### src/rtl/uart_tx_feeder.sv
// Byte FIFO feeding a UART transmitter through its level-held Send/Busy handshake.
// Producers write single-cycle strobes. The FSM drains one byte per transmitter frame.
module uart_tx_feeder #(
  parameter int A  = 4,
  parameter int TO = 8
) (
  input  logic         Clk,
  input  logic         Reset,
  input  logic [7:0]   WrData,
  input  logic         WrEn,
  output logic         Full,
  output logic         Empty,
  output logic [A:0]   Level,
  output logic         Overflow,
  input  logic         ClrOverflow,
  output logic [7:0]   TxData,
  output logic         TxSend,
  input  logic         TxBusy,
  output logic         Timeout
);

  localparam int             DEPTH     = 1 << A;
  localparam logic [A:0]     LEVEL_MAX = {1'b1, {A{1'b0}}};
  localparam logic [TO-1:0]  TIMER_MAX = '1;

  typedef enum logic [1:0] {IDLE, REQ, HOLD, RELEASE} state_t;

  logic [7:0]    mem [DEPTH];
  logic [A-1:0]  wr_ptr_reg, rd_ptr_reg;
  logic [A:0]    level_reg, level_next;
  logic          full_reg, empty_reg, overflow_reg, overflow_next;
  state_t        state_reg, state_next;
  logic [7:0]    tx_data_reg, tx_data_next;
  logic          tx_send_reg, tx_send_next;
  logic          timeout_reg, timeout_next;
  logic [TO-1:0] timer_reg, timer_next, timer_inc;
  logic          push, pop;

  // A write against a full FIFO is dropped even if the FSM pops this cycle.
  assign push      = WrEn && !full_reg;
  assign timer_inc = timer_reg + 1'b1;

  always_ff @(posedge Clk) begin
    if (push)
      mem[wr_ptr_reg] <= WrData;
  end

  always_comb begin
    level_next = level_reg;
    if (push && !pop)
      level_next = level_reg + 1'b1;
    else if (!push && pop)
      level_next = level_reg - 1'b1;
  end

  always_comb begin
    overflow_next = overflow_reg;
    if (WrEn && full_reg)
      overflow_next = 1'b1;
    else if (ClrOverflow)
      overflow_next = 1'b0;
  end

  always_comb begin
    state_next   = state_reg;
    tx_data_next = tx_data_reg;
    tx_send_next = tx_send_reg;
    timer_next   = timer_reg;
    timeout_next = 1'b0;
    pop          = 1'b0;
    case (state_reg)
      IDLE: begin
        // Busy still high here (e.g. frame left over from before reset) blocks the pop.
        if (!empty_reg && !TxBusy) begin
          pop          = 1'b1;
          tx_data_next = mem[rd_ptr_reg];
          tx_send_next = 1'b1;
          timer_next   = '0;
          state_next   = REQ;
        end
      end
      REQ: begin
        if (TxBusy) begin
          state_next = HOLD;
        end else begin
          timer_next = timer_inc;
          // Abort on the edge the timer reaches its limit: Send is held 2^TO-1 cycles.
          if (timer_inc == TIMER_MAX) begin
            tx_send_next = 1'b0;
            timeout_next = 1'b1;
            state_next   = IDLE;
          end
        end
      end
      HOLD: begin
        tx_send_next = 1'b0;
        state_next   = RELEASE;
      end
      RELEASE: begin
        if (!TxBusy)
          state_next = IDLE;
      end
      default: state_next = IDLE;
    endcase
  end

  always_ff @(posedge Clk or posedge Reset) begin
    if (Reset) begin
      wr_ptr_reg   <= '0;
      rd_ptr_reg   <= '0;
      level_reg    <= '0;
      full_reg     <= 1'b0;
      empty_reg    <= 1'b1;
      overflow_reg <= 1'b0;
      state_reg    <= IDLE;
      tx_data_reg  <= 8'h00;
      tx_send_reg  <= 1'b0;
      timeout_reg  <= 1'b0;
      timer_reg    <= '0;
    end else begin
      if (push)
        wr_ptr_reg <= wr_ptr_reg + 1'b1;
      if (pop)
        rd_ptr_reg <= rd_ptr_reg + 1'b1;
      level_reg    <= level_next;
      full_reg     <= (level_next == LEVEL_MAX);
      empty_reg    <= (level_next == '0);
      overflow_reg <= overflow_next;
      state_reg    <= state_next;
      tx_data_reg  <= tx_data_next;
      tx_send_reg  <= tx_send_next;
      timeout_reg  <= timeout_next;
      timer_reg    <= timer_next;
    end
  end

  assign Full     = full_reg;
  assign Empty    = empty_reg;
  assign Level    = level_reg;
  assign Overflow = overflow_reg;
  assign TxData   = tx_data_reg;
  assign TxSend   = tx_send_reg;
  assign Timeout  = timeout_reg;

endmodule
### config.mk
export PLATFORM = sky130hd
export DESIGN_NAME = uart_tx_feeder
export DESIGN_NICKNAME = d
export VERILOG_FILES = /design/src/rtl/uart_tx_feeder.sv
export SDC_FILE = /design/constraint.sdc
export NUM_CORES = 1
export LEC_CHECK = 0
export ABC_AREA = 1
export CORE_UTILIZATION = 60
export DETAILED_ROUTE_END_ITERATION = 7
export PLACE_DENSITY_LB_ADDON = 0.3
export SYNTH_ARGS = -nofsm -noshare
export SYNTH_HDL_FRONTEND = slang
export SYNTH_SLANG_ARGS = --single-unit
### constraint.sdc
create_clock -name Clk -period 2 [get_ports Clk]
set_input_delay 0.2 -clock Clk [delete_from_list [all_inputs] [get_ports Clk]]
set_output_delay 0.2 -clock Clk [all_outputs]
set_load 0.01 [all_outputs]
# == After elaboration in Yosys (flattened, before gate mapping) ==
# Memory sizes are Yosys's and may differ from the RTL's. A register that Yosys moved wholly into a read port is not among the register bits.
# Cells that the tools add are included.
# W data, S select, Z words.
# word_totals
n_memories,1
regBits,28
output_inout_bits,18
ram_bits,128
elab_cells,68
# classes
addsub,5
reduce_logical,19
n_mux,23
eq_ne,10
# memory_table
name,words,width,rd,rd_clocked_by_memory_dff,wr,line,source
mem,16,8,1,1,1,28,logic [7:0] mem [DEPTH];
# ops
op,n
$mux W8,2
$pmux W8 S2,1
$mux W1,12
$mux W5,2
$add A4 B1 Y4 const B,2
$add A8 B1 Y8 const B,1
$eq A8 B8 Y1 const B,1
$mux W2,4
$ne A2 B2 Y1 const B,4
$pmux W2 S4,1
$reduce_and A3 Y1,2
$add A5 B1 Y5 const B,1
$eq A5 B5 Y1 const B,1
$logic_and A1 B1 Y1,5
$logic_not A1 Y1,5
$logic_not A5 Y1,1
$sub A5 B1 Y5 const B,1
$eq A2 B2 Y1 const B,2
$reduce_and A4 Y1,1
$reduce_bool A2 Y1,2
$ne A3 B3 Y1 const B,1
$pmux W1 S3,1
$reduce_bool A3 Y1,1
$eq A2 B1 Y1 const B,1
2 further kinds,2

# == Longest topological paths before layout ==
# depth
ltp_word,8
mapped_depth,12

# == Least setup slack after synthesis ==
# OpenSTA, ideal clock, no wires.
# synth_timing
path_kind,reg-to-reg
startpoint,register full_reg (netlist: Full)
endpoint,"memory mem[11][0], enable pin"
setup_ns,0.370
stages_incl_launch_ff,4
arrival_time_ns,1.244
required_time_ns,1.630
path_slack_ns,0.385
path_cell_list,dfrtp_1 > nor2_8 > nand2_1 > nor2_1
# synth_between
elab_chain_len,4
# synth_lines
element,line,source
"start, declared",31,"logic full_reg, empty_reg, overflow_reg, overflow_next;"
"start signal, assigned",126,full_reg <= (level_next == LEVEL_MAX);
$logic_not A1 Y1,40,assign push = WrEn && !full_reg;
$logic_and A1 B1 Y1,40,
$mux W1,44,if (push)
$mux W1 (not written as such),45,mem[wr_ptr_reg] <= WrData;
"end, declared",28,
# No other way between the ends.

==> results.py <==
metrics = {
    "sta": {
        "rsz0062_at_grt": "false",
        "final-max-slew-violation-count": 0,
        "finalSetupTns_ps": 0,
        "final_clock_period_utilization_by_the_worst_path_pct": 92.2,
        "finClkSkew_ps": 8.74,
        "fmax_mhz": 542,
        "timing.final.setup_violations": 0,
        "timing.hold.ws_ps": 159,
        "slew-limit-headroom_pct": 44.0,
        "final_critical_path_setup_slack_ps": 155,
        "finalHoldViolations": 0,
        "timing_worst_slew_pin_value_ps": 837,
        "min_period_ps": 1840,
    },
    "logic_synthesis": {
        "post_synth_xor_area_fraction_pct": 1.23,
        "asyncSetResetFlopFracSynth_pct": 22.0,
        "synth_seq_cells": 164,
        "syn-mean-instance-area_um2": 11.4,
        "dominantRegCellSynth": "sky130_fd_sc_hd__edfxtp_1",
        "post_syn_instances": 615,
        "synth.yosys.seq_area_share_pct": 67.7,
        "synthMuxAreaShare_pct": 0,
        "main_combinational_cell_family_by_area_after_synthesis": "simple AND/OR/NAND/NOR gates",
        "synth-adder-area-share_pct": 2.68,
        "synthesis.area_um2": 7010,
        "synth_simple_gate_area_share_pct": 15.6,
        "area_fraction_in_compound_gates_after_synthesis_pct": 9.03,
        "synthesis.yosys.warnings": 0,
        "yosysUniqueCellTypes": 33,
        "synth-edff-count": 128,
        "synth_fp_nets": 643,
    },
    "job": {
        "cap_violations": 0,
    },
    "placement": {
        "io_buffer_count": 30,
        "gp_routability_congestion": 0.927,
        "place.detailed.instances": 790,
        "hpwlAfterDp_um": 10200,
        "post_placement_worst_setup_slack_ps": 160,
    },
    "setup_path": {
        "element_type_at_the_critical_path_start": "register",
        "endpoint_kind": "register",
        "maximum_fanout_along_the_worst_path": 5,
        "cp.required_ps": 2340,
        "critical-path-slowest-cell": "sky130_fd_sc_hd__dfrtp_1",
        "arrival_time_reported_for_the_critical_path_endpoint_ps": 2180,
        "critical_path.n_buffers_inverters": 4,
        "slowest_delay_ps": 430,
        "critical_path.cell_chain": "inv_1, ha_1, inv_1, nor2_1, inv_1, nor2_1, inv_1, o22ai_1",
        "timing.critical_path.mode_cell": "sky130_fd_sc_hd__inv_1",
        "worst_setup_path_class": "register to register",
        "cell_family_contributing_the_most_delay_on_the_critical_path": "buffers and inverters",
    },
    "layout": {
        "largest_register_ffs": 128,
        "num_antenna_cells": 0,
        "final_common_cell": "sky130_fd_sc_hd__edfxtp_1",
        "layout_common_cells": "128 x sky130_fd_sc_hd__edfxtp_1, 94 x sky130_fd_sc_hd__nor2_1, 91 x sky130_fd_sc_hd__nand2_1, 66 x sky130_fd_sc_hd__o21ai_0",
        "stdcell_count": 822,
        "final_nets": 694,
        "area_delta_synth_final_pct": 16.7,
        "drive_gt1_share_pct": 12.7,
    },
    "pwr": {
        "ir_worst_vdd_mv": 0.863,
        "pwr_density_cell_nw_per_um2": 1450,
        "lkg_pwr_nw": 3.06,
    },
    "die": {
        "initial_utilization_pct": 61.4,
        "chipHeight_um": 110,
        "floorplan.rows": 39,
        "core_area_um2": 11400,
        "dieArea_um2": 12100,
        "pin_count": 31,
        "die_width_um": 110,
    },
    "global_routing": {
        "global_route_wire_length_before_repair_um": 24800,
        "groute.usage.overall_pct": 28.7,
        "number_of_global_route_vias_before_repair": 4707,
        "pin_count_of_the_biggest_net_entering_global_routing": 67,
        "number_of_antenna_violations_at_the_first_check_in_global_routing": 0,
        "grt.overflow.total": 0,
    },
    "clock_tree": {
        "clock_latency_ps": 430,
        "cts_inserted_buffers": 17,
        "cts_tree": "yes",
        "cts_max_path_bufs": 2,
        "clockRootBuffer": "sky130_fd_sc_hd__clkbuf_16",
        "cts-htree-levels": 4,
        "cts_hold_buffers": 0,
        "clock_sink_count": 164,
        "cts.reportedPaths.clkPinSlew_ps": 60,
    },
    "routing": {
        "antenna_violation_net_count_after_detailed_routing": 0,
        "routed_via_density": 5.90,
        "drc_errors": 0,
        "detail_route.wirelength_um": 15800,
        "route.vias.total": 4849,
        "detail_route.iter0.violations": 456,
        "detailedRoute.firstPassIterationCount": 5,
        "wl_per_cell_um": 19.2,
    },
    "run_status": {
        "run_status": "finished clean",
    },
    "min_path": {
        "hp-class": "input pin to asynchronous set/reset pin",
    },
}
==> stage by stage <==
step	total power [mW]	utilization (%)	instance area [um2]
5_1_grt	12.6	71.7	8180
2_1_floorplan	7.31	-	7010
3_3_place_gp	8.62	66.7	7620
4_1_cts	11.9	71.6	8180
6_report	11.9	71.7	8180
3_5_place_dp	8.77	66.7	7620
==> kinds of logic after synthesis <==
group | count (synthesis)
buffers and inverters | 64
adders and majority gates | 15
xor gates and xnor gates | 9
DFF | 164
and+or+nand+nor | 248
AOI/OAI and AO/OA | 115
==> metal layers <==
layer / track usage [%] / vias to the layer above / part of all wire [%]
li1: - / 2258 / -
met1: 39.8 / 2319 / 42
met2: 44.2 / 245 / 48
met3: 5.82 / 27 / 7.6
met4: 13.2 / 0 / 2.5
met5: 0 / - / 0
==> repair_timing <==
| item | CTS | global route |
|---|---|---|
| resized for setup | 0 | 1 |
| setup endpoints to repair | 0 | 2 |
| buffers inserted | 0 | 0 |
==> cells in the mapped netlist, types with 3 or more instances <==
cell type / instances / area (um2)
sky130_fd_sc_hd__o21ai_1: 7 / 35.0
sky130_fd_sc_hd__ha_1: 15 / 188
sky130_fd_sc_hd__edfxtp_1: 128 / 3840
sky130_fd_sc_hd__nand4_1: 7 / 43.8
sky130_fd_sc_hd__nor2_1: 94 / 353
sky130_fd_sc_hd__o22ai_1: 37 / 231
sky130_fd_sc_hd__dfrtp_1: 35 / 876
sky130_fd_sc_hd__xor2_1: 7 / 61.3
sky130_fd_sc_hd__nand2_1: 91 / 342
sky130_fd_sc_hd__clkbuf_1: 11 / 41.3
sky130_fd_sc_hd__nand2_2: 8 / 50.1
sky130_fd_sc_hd__inv_2: 4 / 15.0
sky130_fd_sc_hd__o21ai_0: 66 / 330
sky130_fd_sc_hd__inv_1: 31 / 116
sky130_fd_sc_hd__buf_4: 3 / 22.5
sky130_fd_sc_hd__nand3_1: 37 / 185
sky130_fd_sc_hd__buf_2: 12 / 60.1
==> cell type report <==
type / count / area [um2]
multi-input combinational: 387 / 2000
inverter: 38 / 145
sequential: 164 / 4750
tap: 143 / 179
clock buffer: 20 / 457
clock inverter: 12 / 106
fill: 791 / 3240
timing repair buffer: 58 / 548
==> path summary, 6_finish.rpt <==
check	startpoint	endpoint	slack [ps]	cells past startpoint
worst max-delay path	register	timer_reg[7]$_DFFE_PP0P_	160	8
worst min-delay path	Reset	wr_ptr_reg[2]$_DFFE_PP0P_	160	2
worst max register to register	register	timer_reg[7]$_DFFE_PP0P_	160	8
worst min register to register	TxSend$_DFFE_PP0P_	TxSend$_DFFE_PP0P_	470	2
max in group asynchronous	Reset	timer_reg[1]$_DFFE_PP0P_	1300	3
min in group Clk	ClrOverflow	Overflow$_DFFE_PP0P_	350	2
==> power breakdown <==
| part | internal, mW | leakage [nW] | switching [mW] | total (mW) |
|---|---|---|---|---|
| Clock | 1.78 | 0.269 | 1.30 | 3.08 |
| Sequential | 4.24 | 1.61 | 0.390 | 4.63 |
| Combinational | 1.49 | 1.19 | 2.70 | 4.19 |
| Total | 7.51 | 3.06 | 4.39 | 11.9 |
==> worst reg2reg max path, delay by kind of cell, from the launching register on <==
| family | cells | cell delay (ps) |
|---|---|---|
| simple gates | 2 | 430 |
| buf+inv | 4 | 470 |
| flops | 1 | 430 |
| fa+ha+maj | 1 | 240 |
| compound gates | 1 | 200 |
Note: power is estimated with default switching activity, not from simulation.
